**src/rtl/pipe_stage_reg.sv**
```systemverilog
// rtl/pipe_stage_reg.sv - handshaked pipeline stage register with optional skid entry
module pipe_stage_reg #(
  parameter int          XLEN      = 32,
  parameter int          NFIELDS   = 4,
  parameter int          INSTR_IDX = 3,
  parameter logic [31:0] NOP_INSTR = 32'h00000013,
  parameter int          SKID      = 1
) (
  input  logic                    clk,
  input  logic                    rst,
  input  logic                    flush,
  input  logic                    in_valid,
  output logic                    in_ready,
  input  logic [NFIELDS*XLEN-1:0] in_data,
  output logic                    out_valid,
  input  logic                    out_ready,
  output logic [NFIELDS*XLEN-1:0] out_data
);

  localparam int W = NFIELDS * XLEN;
  localparam logic [XLEN-1:0] NOP_FIELD = XLEN'(NOP_INSTR);
  localparam logic [W-1:0]    BUBBLE    = W'(NOP_FIELD) << (INSTR_IDX * XLEN);

  if (INSTR_IDX >= NFIELDS) begin : g_bad_instr_idx
    $error("pipe_stage_reg: INSTR_IDX must be below NFIELDS");
  end

  typedef enum logic [1:0] {
    EMPTY = 2'd0,
    BUSY  = 2'd1,
    FULL  = 2'd2
  } state_t;

  state_t         state, state_nxt;
  logic [W-1:0]   main_q, main_nxt;
  logic [W-1:0]   skid_q, skid_nxt;
  logic           ready_q;
  logic           in_fire;

  assign out_valid = (state != EMPTY);
  assign out_data  = main_q;
  // With the skid entry, in_ready comes straight from a flop so out_ready never reaches it.
  assign in_ready  = (SKID != 0) ? ready_q : (!out_valid || out_ready);
  assign in_fire   = in_valid && in_ready;

  always_comb begin
    state_nxt = state;
    main_nxt  = main_q;
    skid_nxt  = skid_q;
    if (flush) begin
      state_nxt = EMPTY;
      main_nxt  = BUBBLE;
    end else begin
      case (state)
        EMPTY: begin
          if (in_fire) begin
            main_nxt  = in_data;
            state_nxt = BUSY;
          end
        end
        BUSY: begin
          if (in_fire) begin
            if (out_ready) begin
              main_nxt = in_data;
            end else if (SKID != 0) begin
              skid_nxt  = in_data;
              state_nxt = FULL;
            end
          end else if (out_ready) begin
            state_nxt = EMPTY;
          end
        end
        FULL: begin
          if (out_ready) begin
            main_nxt  = skid_q;
            state_nxt = BUSY;
          end
        end
        default: state_nxt = EMPTY;
      endcase
    end
  end

  always_ff @(posedge clk) begin
    if (rst) begin
      state   <= EMPTY;
      main_q  <= '0;
      skid_q  <= '0;
      ready_q <= 1'b1;
    end else begin
      state   <= state_nxt;
      main_q  <= main_nxt;
      skid_q  <= skid_nxt;
      ready_q <= (state_nxt != FULL);
    end
  end

endmodule

```
**config.mk**
```make
export PLATFORM = sky130hd
export DESIGN_NAME = pipe_stage_reg
export DESIGN_NICKNAME = d
export VERILOG_FILES = /design/src/rtl/pipe_stage_reg.sv
export SDC_FILE = /design/constraint.sdc
export NUM_CORES = 1
export LEC_CHECK = 0
export CORE_MARGIN = 2
export CORE_UTILIZATION = 43
export CTS_BUF_LIST = sky130_fd_sc_hd__clkbuf_8
export CTS_CLUSTER_SIZE = 16
export DETAILED_ROUTE_END_ITERATION = 10
export MAX_ROUTING_LAYER = met4
export PLACE_DENSITY = 0.69
export SYNTH_ARGS = -nofsm -noshare
export SYNTH_HDL_FRONTEND = slang
export SYNTH_SLANG_ARGS = --single-unit
```
**constraint.sdc**
```tcl
create_clock -name clk -period 2.1 [get_ports clk]
set_input_delay 0.63 -clock clk [delete_from_list [all_inputs] [get_ports clk]]
set_output_delay 0.63 -clock clk [all_outputs]
set_load 0.01 [all_outputs]
```
## Yosys cells after proc, flatten, opt, wreduce, memory -nomap -nowiden

Cells that the tools add are included.

| word-level totals | value |
|---|---|
| input port bits | 133 |
| flip-flop bits (word level) | 259 |
| bits in latches | 0 |
| logic and storage cells | 40 |
| memories | 0 |
| RAM bits | 0 |
| ROM bits | 0 |

| cells by class | value |
|---|---|
| $mul | 0 |
| shift operators | 0 |
| muxes and demuxes | 13 |
| $add $sub $neg | 0 |
| $lt $le $gt $ge | 0 |
| reductions and logical operators | 9 |
| bitwise gates (word level) | 2 |
| equality and inequality tests | 11 |
| divide/modulo/power cells | 0 |

Operators with widths:

| operator | number |
|---|---|
| $mux W128 | 4 |
| $pmux W128 S3 | 1 |
| $mux W101 | 1 |
| $mux W2 | 6 |
| $ne A3 B3 Y1 const B | 4 |
| $ne A2 B2 Y1 const B | 5 |
| $reduce_and A5 Y1 | 2 |
| $pmux W2 S3 | 1 |
| $reduce_and A4 Y1 | 1 |
| $reduce_bool A4 Y1 | 1 |
| $reduce_bool A3 Y1 | 1 |
| $eq A2 B1 Y1 const B | 1 |
| $eq A2 B2 Y1 const B | 1 |
| $logic_not A2 Y1 | 1 |
| $not A1 Y1 | 2 |
| $reduce_bool A2 Y1 | 1 |
| $reduce_or A2 Y1 | 1 |
| $logic_and A1 B1 Y1 | 1 |

## Logic depth before layout (Yosys ltp)

| depth | value |
|---|---|
| depth in word-level cells | 5 |
| mapped depth | 7 |

## Least setup slack after synthesis

OpenSTA, ideal clock, no wires.

| timing | value |
|---|---|
| path type | input-to-reg |
| from | in rst |
| to | reg main_q[39], in the netlist out_data[39] |
| buffers on the path | 3 |
| library setup time | 0.146 ns |
| path slack | 0.319 ns |
| required time | 1.954 ns |
| cell stages on the path | 5 |
| arrival | 1.635 ns |
| cell sequence | buf_2 -> or2_2 -> clkbuf_1 -> clkbuf_1 -> a211oi_2 |

| on the way | value |
|---|---|
| word-level cells in the longest chain between the ends | 1 |

RTL lines:

| item | RTL line | RTL |
|---|---|---|
| start, declared | 10 | `input logic rst,` |
| $reduce_or A2 Y1 (no source line) | - |  |
| end signal, assigned | 92 | `main_q <= main_nxt;` |
| end, declared | 35 | `logic [W-1:0] main_q, main_nxt;` |

Every way passes these cells.
A chain may end at the register's enable or synchronous reset.

## Final worst setup path

| timing | value |
|---|---|
| from | reg main_q[89], in the netlist out_data[89] |
| to | out out_data[89] |

RTL lines:

| item | RTL line | RTL |
|---|---|---|
| end, declared | 17 | `output logic [NFIELDS*XLEN-1:0] out_data` |

No word-level cell between the ends.

==> Flow_metrics.wiki <==
{| class="wikitable"
! Metric !! Value
|-
| Power per cell area || 729.8 nW/um^2
|-
| Global router's overall resource usage || 21.50%
|-
| Final Util || 60.90%
|-
| Placed Instance Area || 13910 um^2
|-
| Clock insertion delay at the later pin of the skew report || 0.53 ns
|-
| Number of buffers created by CTS || 44
|-
| Max Clock Freq || 488.2 MHz
|-
| Filler cell count || 2084
|-
| Count of placed standard cells in the final layout, fillers left out || 1763
|-
| Count of placed standard cells including taps || 1689
|-
| ANT cells || 0
|-
| Die width || 161.4 um
|-
| DPL Wire Length || 18400 um
|-
| Number of hold-repair buffers added at the cts stage || 0
|-
| Site row count || 57
|-
| Vias/cell || 5.050
|-
| Share of layout cells above drive strength 1 || 15.64%
|-
| Router iterations before antenna repair || 4
|-
| Worst setup path class || register to output port
|-
| Final GP Congestion || 0.7716
|-
| Family with the most delay on the worst path || buffers and inverters
|-
| Post-CTS repair timing setup buffer count || 0
|-
| Type of the most critical hold path || register to register
|-
| Final worst path period share || 97.53%
|-
| Share of the synthesized area in the top cell type || 48.66%
|-
| Number of input and output port buffers inserted || 262
|-
| Top cells by area in the synthesized netlist || sky130_fd_sc_hd__dfxtp_1 49%, sky130_fd_sc_hd__mux2i_1 12%, sky130_fd_sc_hd__a211oi_2 12%
|-
| Buffers from clock root to sink, at most || 3
|-
| First-pass GRT wire length || 44720 um
|-
| Outcome || completed
|-
| I/O Pins || 263
|-
| Distinct cell type count of the synthesized netlist || 26
|-
| Cell breakdown of the critical path || clkdlybuf4s50_1
|-
| Synth Net Count || 1279
|-
| Clock Skew || 0.01298 ns
|-
| 1st-iter DRT viols || 425
|-
| Final net count || 1544
|-
| Die Footprint || 26060 um^2
|-
| Wire length after detailed routing || 27970 um
|-
| Syn. warnings || 0
|-
| Number of clock sinks seen by CTS || 259
|-
| Crit-path max FO || 2
|-
| Worst path max stage delay || 0.55 ns
|-
| Part of the Yosys area used for sequential elements || 48.66%
|-
| Number of antenna violations at the first check in global routing || 0
|-
| Area of all placed cells without fillers || 14810 um^2
|-
| Final Max Slew Viols || 0
|-
| GR Overflow Total || 0
|-
| Actual slew at the worst max-slew pin || 0.6746 ns
|-
| Layout overhead on the synthesized area || 38.99%
|-
| Relative slew margins || 55.03%
|-
| Bufs and invs on worst path || 1
|-
| Area of the core || 24320 um^2
|-
| Via count of the first global-routing pass || 8697
|-
| Number of maximum-capacitance constraint violations || 0
|-
| Required time at the worst-slack endpoint || 1.47 ns
|-
| Minimum setup slack in the final design || 0.05185 ns
|-
| Pin count of the biggest net entering global routing || 132
|-
| Cell type with the largest total area after synthesis || sky130_fd_sc_hd__dfxtp_1
|-
| Wire length per cell || 15.86 um
|-
| Post-Syn Area || 10660 um^2
|-
| Starting density of the core || 43.82%
|-
| Post-route ant nets || 0
|-
| Clock tree from TritonCTS || built
|-
| Die H || 161.4 um
|-
| Slowest cell on the critical path || sky130_fd_sc_hd__clkdlybuf4s50_1
|-
| Total via count after detailed routing || 8904
|-
| Leakage power total || 6.818 nW
|-
| Min cycle time layout || 2.048 ns
|-
| Root buffer cell || sky130_fd_sc_hd__clkbuf_8
|-
| CP Data Arrival Time || 1.42 ns
|-
| Number of setup violations in the final report || 0
|-
| # resized after CTS || 33
|-
| Register clock-pin slew on the reported worst setup and hold paths || 0.06 ns
|-
| Cells after synthesis || 1146
|-
| Highest ir drop seen on vdd || 0.0004788 V
|-
| Type of element capturing the critical path || output port
|-
| Placement Setup Slack || -0.2141 ns
|-
| Flip-flop and latch count after synthesis || 259
|-
| Remaining routing DRC violations || 0
|-
| CTS H-tree depth || 2
|-
| Worst Setup Start Kind || register
|-
| Mean instance size in the synthesized netlist || 9.299 um^2
|-
| Fin. Hold Viols || 0
|-
| Total power draw || 10.81 mW
|-
| Unrepaired setup endpoints after global routing || no
|}
==> stage by stage <==
step | hold WS (ns) | setup TNS [ns]
after floorplan | 0.4357 | 0
after global placement | 0.4403 | -31.93
after detailed placement | 0.4456 | -33.99
after CTS | 0.4538 | 0
after global routing | 0.4667 | 0
final | 0.4524 | 0
==> per-layer routing <==
layer | up-vias | routed length [um] | GRT usage (%)
met5 | - | 0 | -
met4 | 0 | 563 | 5.966
met3 | 51 | 1747 | 4.802
met2 | 246 | 12850 | 34.15
met1 | 4153 | 12810 | 27.66
li1 | 4454 | - | -
==> flip-flops by register name, indices dropped and copies added (netlist names) <==
name	count
skid_q	128
out_data	128
in_ready	1
state	2
==> synth_stat cells <==
master,instances
sky130_fd_sc_hd__nand2_1,258
sky130_fd_sc_hd__buf_6,4
sky130_fd_sc_hd__or2_2,2
sky130_fd_sc_hd__nand3b_1,1
sky130_fd_sc_hd__o32a_1,3
sky130_fd_sc_hd__o21ai_1,1
sky130_fd_sc_hd__a21boi_0,1
sky130_fd_sc_hd__dfxtp_1,259
sky130_fd_sc_hd__or3_1,1
sky130_fd_sc_hd__nor2b_2,1
sky130_fd_sc_hd__buf_2,58
sky130_fd_sc_hd__a211oi_1,26
sky130_fd_sc_hd__inv_1,1
sky130_fd_sc_hd__mux2i_1,126
sky130_fd_sc_hd__a21oi_1,131
sky130_fd_sc_hd__nor2_1,126
sky130_fd_sc_hd__nor2b_1,1
sky130_fd_sc_hd__buf_4,10
sky130_fd_sc_hd__nor3_1,1
sky130_fd_sc_hd__o21ai_0,3
sky130_fd_sc_hd__a211o_1,1
sky130_fd_sc_hd__a211oi_2,100
sky130_fd_sc_hd__nand2b_1,2
sky130_fd_sc_hd__nand3b_4,1
sky130_fd_sc_hd__o22ai_1,1
sky130_fd_sc_hd__clkbuf_1,27
==> final cells by class <==
class / instances / area, um^2 / share of cell area, %
sequential: 259 / 5185 / 35.01
multi-input combinational: 787 / 4987 / 33.67
timing repair buffer: 318 / 3385 / 22.85
clock buffer: 56 / 770.7 / 5.204
tap: 324 / 405.4 / 2.737
clock inverter: 18 / 75.07 / 0.5068
inverter: 1 / 3.754 / 0.02534
==> kinds of logic (layout without fill, tap and decap cells) <==
kind of cell / after synthesis / after routing / synth area share, %
simple gates: 394 / 394 / 14.27
compound gates: 267 / 267 / 20.41
flops: 259 / 259 / 48.66
mux: 126 / 126 / 11.84
buf+inv: 100 / 393 / 4.837
==> path summary, 6_finish.rpt <==
check,from,to,slack (ns),depth (start not counted)
setup / recovery,out_data[89],out_data[89],0.05,1
hold / removal,skid_q[126],skid_q[126],0.45,2
setup reg to reg,state[0],out_data[21],0.45,4
hold reg to reg,skid_q[126],skid_q[126],0.45,2
==> where the power goes <==
part / internal [mW] / total, mW / switching (mW)
Clock: 2.37 / 4.31 / 1.94
Sequential: 5.06 / 5.14 / 0.0811
Combinational: 0.690 / 1.36 / 0.668
Total: 8.12 / 10.8 / 2.69
==> cells in the final DEF, fill, tap and decap left out <==
cell                              instances
sky130_fd_sc_hd__or2_2                    1
sky130_fd_sc_hd__buf_2                    1
sky130_fd_sc_hd__nor3_2                   1
sky130_fd_sc_hd__nand2b_1                 1
sky130_fd_sc_hd__a21boi_0                 1
sky130_fd_sc_hd__dlygate4sd2_1           29
sky130_fd_sc_hd__a211o_1                  1
sky130_fd_sc_hd__dlymetal6s2s_1          39
sky130_fd_sc_hd__inv_6                    1
sky130_fd_sc_hd__a211oi_2               100
sky130_fd_sc_hd__nor2b_2                  1
sky130_fd_sc_hd__inv_1                   16
sky130_fd_sc_hd__nor2b_1                  1
sky130_fd_sc_hd__o21ai_0                  3
sky130_fd_sc_hd__buf_4                   34
sky130_fd_sc_hd__nand3b_1                 1
sky130_fd_sc_hd__o22ai_1                  1
sky130_fd_sc_hd__nand2_1                258
sky130_fd_sc_hd__nand2b_4                 1
sky130_fd_sc_hd__mux2i_1                126
sky130_fd_sc_hd__a21oi_1                131
sky130_fd_sc_hd__o32a_1                   3
sky130_fd_sc_hd__clkdlybuf4s50_1        192
sky130_fd_sc_hd__or2_4                    1
sky130_fd_sc_hd__clkbuf_8                56
sky130_fd_sc_hd__nor2_1                 126
sky130_fd_sc_hd__clkinv_2                 2
sky130_fd_sc_hd__nand3b_4                 1
sky130_fd_sc_hd__o21ai_4                  1
sky130_fd_sc_hd__or3_4                    1
sky130_fd_sc_hd__buf_12                  23
sky130_fd_sc_hd__a211oi_1                26
sky130_fd_sc_hd__dfxtp_1                259
Note: power is estimated with default switching activity, not from simulation.
